[src/rtl/button_event_decoder.sv]
// Decodes a debounced button level into press/release/click/double-click/long-press pulses.
// Optional auto-repeat during a long hold is enabled by defining BTN_DECODER_REPEAT_EN.
module button_event_decoder #(
    parameter int unsigned LONG_PRESS_CLK_CNT       = 1000000,
    parameter int unsigned DOUBLE_CLICK_GAP_CLK_CNT = 250000,
    parameter int unsigned REPEAT_CLK_CNT           = 100000
) (
    input  logic clk,
    input  logic reset,
    input  logic btn_level,
    output logic press_pulse,
    output logic release_pulse,
    output logic click_pulse,
    output logic double_click_pulse,
    output logic long_press_pulse,
    output logic repeat_pulse,
    output logic held
);

    localparam int unsigned BASE_MAX = (LONG_PRESS_CLK_CNT > DOUBLE_CLICK_GAP_CLK_CNT) ?
                                       LONG_PRESS_CLK_CNT : DOUBLE_CLICK_GAP_CLK_CNT;
`ifdef BTN_DECODER_REPEAT_EN
    localparam int unsigned MAX_CNT = (BASE_MAX > REPEAT_CLK_CNT) ? BASE_MAX : REPEAT_CLK_CNT;
`else
    localparam int unsigned MAX_CNT = BASE_MAX;
`endif
    localparam int unsigned CNT_W = $clog2(MAX_CNT) + 1;

    localparam logic [CNT_W-1:0] LONG_LAST = CNT_W'(LONG_PRESS_CLK_CNT - 1);
    localparam logic [CNT_W-1:0] GAP_LAST  = CNT_W'(DOUBLE_CLICK_GAP_CLK_CNT - 1);
    localparam logic [CNT_W-1:0] CNT_ONE   = CNT_W'(1);

    typedef enum logic [2:0] {
        IDLE,
        PRESSED,
        WAIT_SECOND,
        SECOND_PRESSED,
        LONG_HELD
    } state_t;

    state_t           state, state_next;
    logic [CNT_W-1:0] cnt, cnt_next, cnt_inc;
    logic             press_next, release_next, click_next, double_next, long_next, repeat_next;
    logic             held_next;

    // Saturating increment: the counter must never wrap back into range.
    assign cnt_inc = (cnt == '1) ? cnt : cnt + CNT_ONE;

    always_comb begin
        state_next   = state;
        cnt_next     = cnt;
        press_next   = 1'b0;
        release_next = 1'b0;
        click_next   = 1'b0;
        double_next  = 1'b0;
        long_next    = 1'b0;
        repeat_next  = 1'b0;
        case (state)
            IDLE: begin
                cnt_next = '0;
                if (btn_level) begin
                    press_next = 1'b1;
                    state_next = PRESSED;
                    cnt_next   = CNT_ONE;
                end
            end
            PRESSED, SECOND_PRESSED: begin
                if (btn_level) begin
                    if (cnt >= LONG_LAST) begin
                        long_next  = 1'b1;
                        state_next = LONG_HELD;
                        cnt_next   = '0;
                    end else begin
                        cnt_next = cnt_inc;
                    end
                end else begin
                    release_next = 1'b1;
                    if (state == PRESSED) begin
                        state_next = WAIT_SECOND;
                        cnt_next   = CNT_ONE;
                    end else begin
                        double_next = 1'b1;
                        state_next  = IDLE;
                        cnt_next    = '0;
                    end
                end
            end
            WAIT_SECOND: begin
                if (btn_level) begin
                    press_next = 1'b1;
                    state_next = SECOND_PRESSED;
                    cnt_next   = CNT_ONE;
                end else if (cnt >= GAP_LAST) begin
                    click_next = 1'b1;
                    state_next = IDLE;
                    cnt_next   = '0;
                end else begin
                    cnt_next = cnt_inc;
                end
            end
            LONG_HELD: begin
                if (!btn_level) begin
                    release_next = 1'b1;
                    state_next   = IDLE;
                    cnt_next     = '0;
                end else begin
`ifdef BTN_DECODER_REPEAT_EN
                    // Counter restarts at the long-press edge, so each period is measured from it.
                    if (cnt >= CNT_W'(REPEAT_CLK_CNT - 1)) begin
                        repeat_next = 1'b1;
                        cnt_next    = '0;
                    end else begin
                        cnt_next = cnt_inc;
                    end
`else
                    cnt_next = '0;
`endif
                end
            end
            default: begin
                state_next = IDLE;
                cnt_next   = '0;
            end
        endcase
        held_next = (state_next == PRESSED) || (state_next == SECOND_PRESSED) ||
                    (state_next == LONG_HELD);
    end

    always_ff @(posedge clk) begin
        if (reset) begin
            state              <= IDLE;
            cnt                <= '0;
            press_pulse        <= 1'b0;
            release_pulse      <= 1'b0;
            click_pulse        <= 1'b0;
            double_click_pulse <= 1'b0;
            long_press_pulse   <= 1'b0;
            held               <= 1'b0;
        end else begin
            state              <= state_next;
            cnt                <= cnt_next;
            press_pulse        <= press_next;
            release_pulse      <= release_next;
            click_pulse        <= click_next;
            double_click_pulse <= double_next;
            long_press_pulse   <= long_next;
            held               <= held_next;
        end
    end

`ifdef BTN_DECODER_REPEAT_EN
    always_ff @(posedge clk) begin
        if (reset) begin
            repeat_pulse <= 1'b0;
        end else begin
            repeat_pulse <= repeat_next;
        end
    end
`else
    assign repeat_pulse = 1'b0;
    logic unused_repeat;
    assign unused_repeat = repeat_next;
`endif

endmodule
[config.mk]
export PLATFORM = sky130hd
export DESIGN_NAME = button_event_decoder
export DESIGN_NICKNAME = d
export VERILOG_FILES = /design/src/rtl/button_event_decoder.sv
export SDC_FILE = /design/constraint.sdc
export NUM_CORES = 1
export LEC_CHECK = 0
export BUFFER_PORTS_ARGS = -buffer_cell sky130_fd_sc_hd__clkbuf_2
export CAP_MARGIN = 20
export CORE_UTILIZATION = 59
export DETAILED_ROUTE_END_ITERATION = 6
export GPL_ROUTABILITY_DRIVEN = 0
export PLACE_DENSITY_LB_ADDON = 0.05
export SLEW_MARGIN = 20
export SYNTH_ARGS = -nofsm -noshare
export SYNTH_HDL_FRONTEND = slang
export SYNTH_SLANG_ARGS = --single-unit
[constraint.sdc]
create_clock -name clk -period 2.7 [get_ports clk]
set_input_delay 0.405 -clock clk [delete_from_list [all_inputs] [get_ports clk]]
set_output_delay 0.405 -clock clk [all_outputs]
set_load 0.05 [all_outputs]
==> run_results.csv <==
group,metric,value,unit
status,status,"finished, final reports clean",
logic_synthesis,syn_area_per_cell,8.95,um^2
routing,viasPerCell,6.19,
floorplanning,coreArea,0.00273,mm^2
placed_design,hpwl,2.52,mm
timing,layout_setup_ws,0.573,ns
critical_path,setup.worst_path.end_class,"register",
floorplanning,placementRows,19,
power_and_ir_drop,peakVddDrop,0.592,mV
critical_path,cp.arrival,2.35,ns
logic_synthesis,ys_seq_area_share,35.3,%
global_route,grt_max_degree,20,
clock_network,cts_buffers,5,
logic_synthesis,synth_ff_type,"dfxtp_1",
global_route,grt.overflow.total,0,
clock_network,clockBufferDepth,2,
critical_path,critPathLaunchType,"register",
routing,remaining_drc_errors,0,
logic_synthesis,synth_top_area_share,35.3,%
timing,post-route-period-util,78.8,%
logic_synthesis,synthMostInstantiatedCell,"dfxtp_1",
critical_path,crit_type,"reg -> reg",
routing,drt_iter0_drc,62,
logic_synthesis,synth_commonest_cells,"dfxtp_1, a21oi_1, nor2_1, xnor2_1, inv_1",
clock_network,cts_root_buf,"clkbuf_4",
clock_network,htree_levels,2,
timing,fin_setup_tns,0,ns
timing,max_freq,470,MHz
clock_network,clock_sinks,30,
global_route,track_usage,25.1,%
power_and_ir_drop,total_power,827,uW
placed_design,place_area,0.00172,mm^2
timing,slew_viol_final,0,
routing,ant_nets,0,
logic_synthesis,ys_types,59,
routing,routedWlPerCell,15.3,um
layout,regArea,601,um^2
hold_path,worstHoldPathType,"in -> reg",
critical_path,critical_path.max_fanout,19,
logic_synthesis,synth-async-reset-ratio,0,%
timing,finalClockSkew,0.00550,ns
logic_synthesis,synth_area,0.00170,mm^2
layout,area.growth.synth_to_final,5.81,%
clock_network,clkTransAtPathRegs,0.09,ns
power_and_ir_drop,power_density,460,mW/mm^2
run,drv_cap,0,
timing,setup_viol,0,
floorplanning,start_util,62.2,%
logic_synthesis,synth-edff-count,0,
routing,dr.pass1.iters,4,
layout,finish.utilization,65.8,%
floorplanning,die_x,55.7,um
power_and_ir_drop,leakage,0.566,nW
floorplanning,io_pins,10,
timing,slew_headroom,53.5,%
layout,antenna_cells,0,
timing,hold_slack,0.288,ns
routing,drt-total-wl,3.49,mm
layout,multi_input_area,992,um^2
routing,via_count,1418,
clock_network,cts_setup_buffers,0,
layout,finalNonFillerCells,229,
layout,finalNetCount,201,
clock_network,cts_resized,0,
global_route,grt_pass1_vias,1388,
timing,rsz0062_at_grt,"no",
layout,fill_cells,248,
logic_synthesis,netlist_instances,190,
timing,min_period,2.13,ns
clock_network,clock_latency,0.32,ns
floorplanning,dieArea,0.00310,mm^2
timing,finalHoldViolations,0,
placed_design,dp_slack,0.582,ns
floorplanning,die_y,55.7,um
clock_network,cts_tree,"built",
logic_synthesis,ys_top_cells_by_area,"dfxtp_1, xnor2_1, a21oi_1",
logic_synthesis,ys_warn_count,0,
logic_synthesis,synth-seq-cells,30,
layout,fin_area,0.00180,mm^2
clock_network,ctsHoldBuffers,0,
global_route,grt_pass1_wl,6.20,mm
timing,worst_pin_slew,0.692,ns
placed_design,post-place-cells,221,
layout,drive_above_1_share,19.7,%
logic_synthesis,synth_top_cell_by_area,"dfxtp_1",
critical_path,cp.required,2.93,ns
placed_design,portBuffers,8,
global_route,antenna_found_initial,0,
flip-flops by register name (all words and copies together) (netlist names):
signal,count
held,1
state,3
press_pulse,1
cnt,21
long_press_pulse,1
click_pulse,1
release_pulse,1
double_click_pulse,1
routing by layer:
| metal | GRT usage, % | wire, um | share of wire (%) |
|---|---|---|---|
| met5 | 0 | 0 | 0 |
| met4 | 9.64 | 34 | 0.97 |
| met3 | 5.12 | 195 | 5.6 |
| met2 | 42.9 | 1690 | 48 |
| met1 | 30.9 | 1580 | 45 |
layout by cell type, fill, tap and decap left out, types with 2 or more instances in the layout:
| cell | Yosys | layout |
|---|---|---|
| and2_1 | 3 | 3 |
| or3_1 | 4 | 4 |
| and4_1 | 2 | 2 |
| conb_1 | 1 | 2 |
| nor3_1 | 4 | 4 |
| nor4_2 | 2 | 2 |
| dfxtp_1 | 30 | 30 |
| and3_1 | 4 | 4 |
| o21a_1 | 2 | 2 |
| nand4_1 | 4 | 4 |
| or2_2 | 2 | 2 |
| a31oi_1 | 4 | 4 |
| nand2_1 | 9 | 9 |
| clkbuf_8 | 0 | 3 |
| nand3_1 | 4 | 4 |
| a221oi_1 | 4 | 4 |
| o21ai_0 | 4 | 4 |
| a311oi_1 | 2 | 2 |
| xnor2_1 | 14 | 14 |
| a21oi_1 | 19 | 19 |
| clkbuf_2 | 1 | 8 |
| a21oi_2 | 4 | 4 |
| inv_1 | 10 | 10 |
| nor2_1 | 14 | 14 |
| clkbuf_4 | 0 | 5 |
| a211oi_1 | 4 | 4 |
worst max-delay path, stage by stage, from the launching register on:
cell and delay, ns:
dfxtp_1 0.37, ha_1 0.26, and3_1 0.27, and3_1 0.24
a21oi_4 0.22, nand4_4 0.32, a221oi_1 0.35
report_power, final:
part	switching, mW	internal [mW]	leakage [nW]
registers	0.00633	0.449	0.243
clock network	0.147	0.178	0.0446
logic	0.0329	0.0147	0.278
total	0.186	0.641	0.566
cells by family after synthesis:
family	Yosys count	synth area share, %
muxes	1	0.589
AOI/OAI and AO/OA	53	22.7
buffers and inverters	21	6.55
and+or+nand+nor	68	26.1
adders and majority gates	1	0.736
DFF	30	35.3
other	1	0.221
xor gates and xnor gates	15	7.73
cell type report:
cell class                 instances  share of cell area, %
multi-input combinational        140                   55.1
sequential                        30                   33.4
clock buffer                       8                   4.38
timing repair buffer               9                   2.64
inverter                          11                   2.29
tap                               31                   2.16
path summary, 6_finish.rpt:
| kind | slack (ns) | from | depth (start not counted) | to |
|---|---|---|---|---|
| worst min-delay path | 0.29 | reset | 2 | release_pulse |
| worst min register to register | 0.50 | cnt[19] | 2 | cnt[19] |
| worst max register to register | 0.57 | cnt[0] | 6 | cnt[2] |
| worst max-delay path | 0.57 | cnt[0] | 6 | cnt[2] |
(Power assumes the default switching activity.)
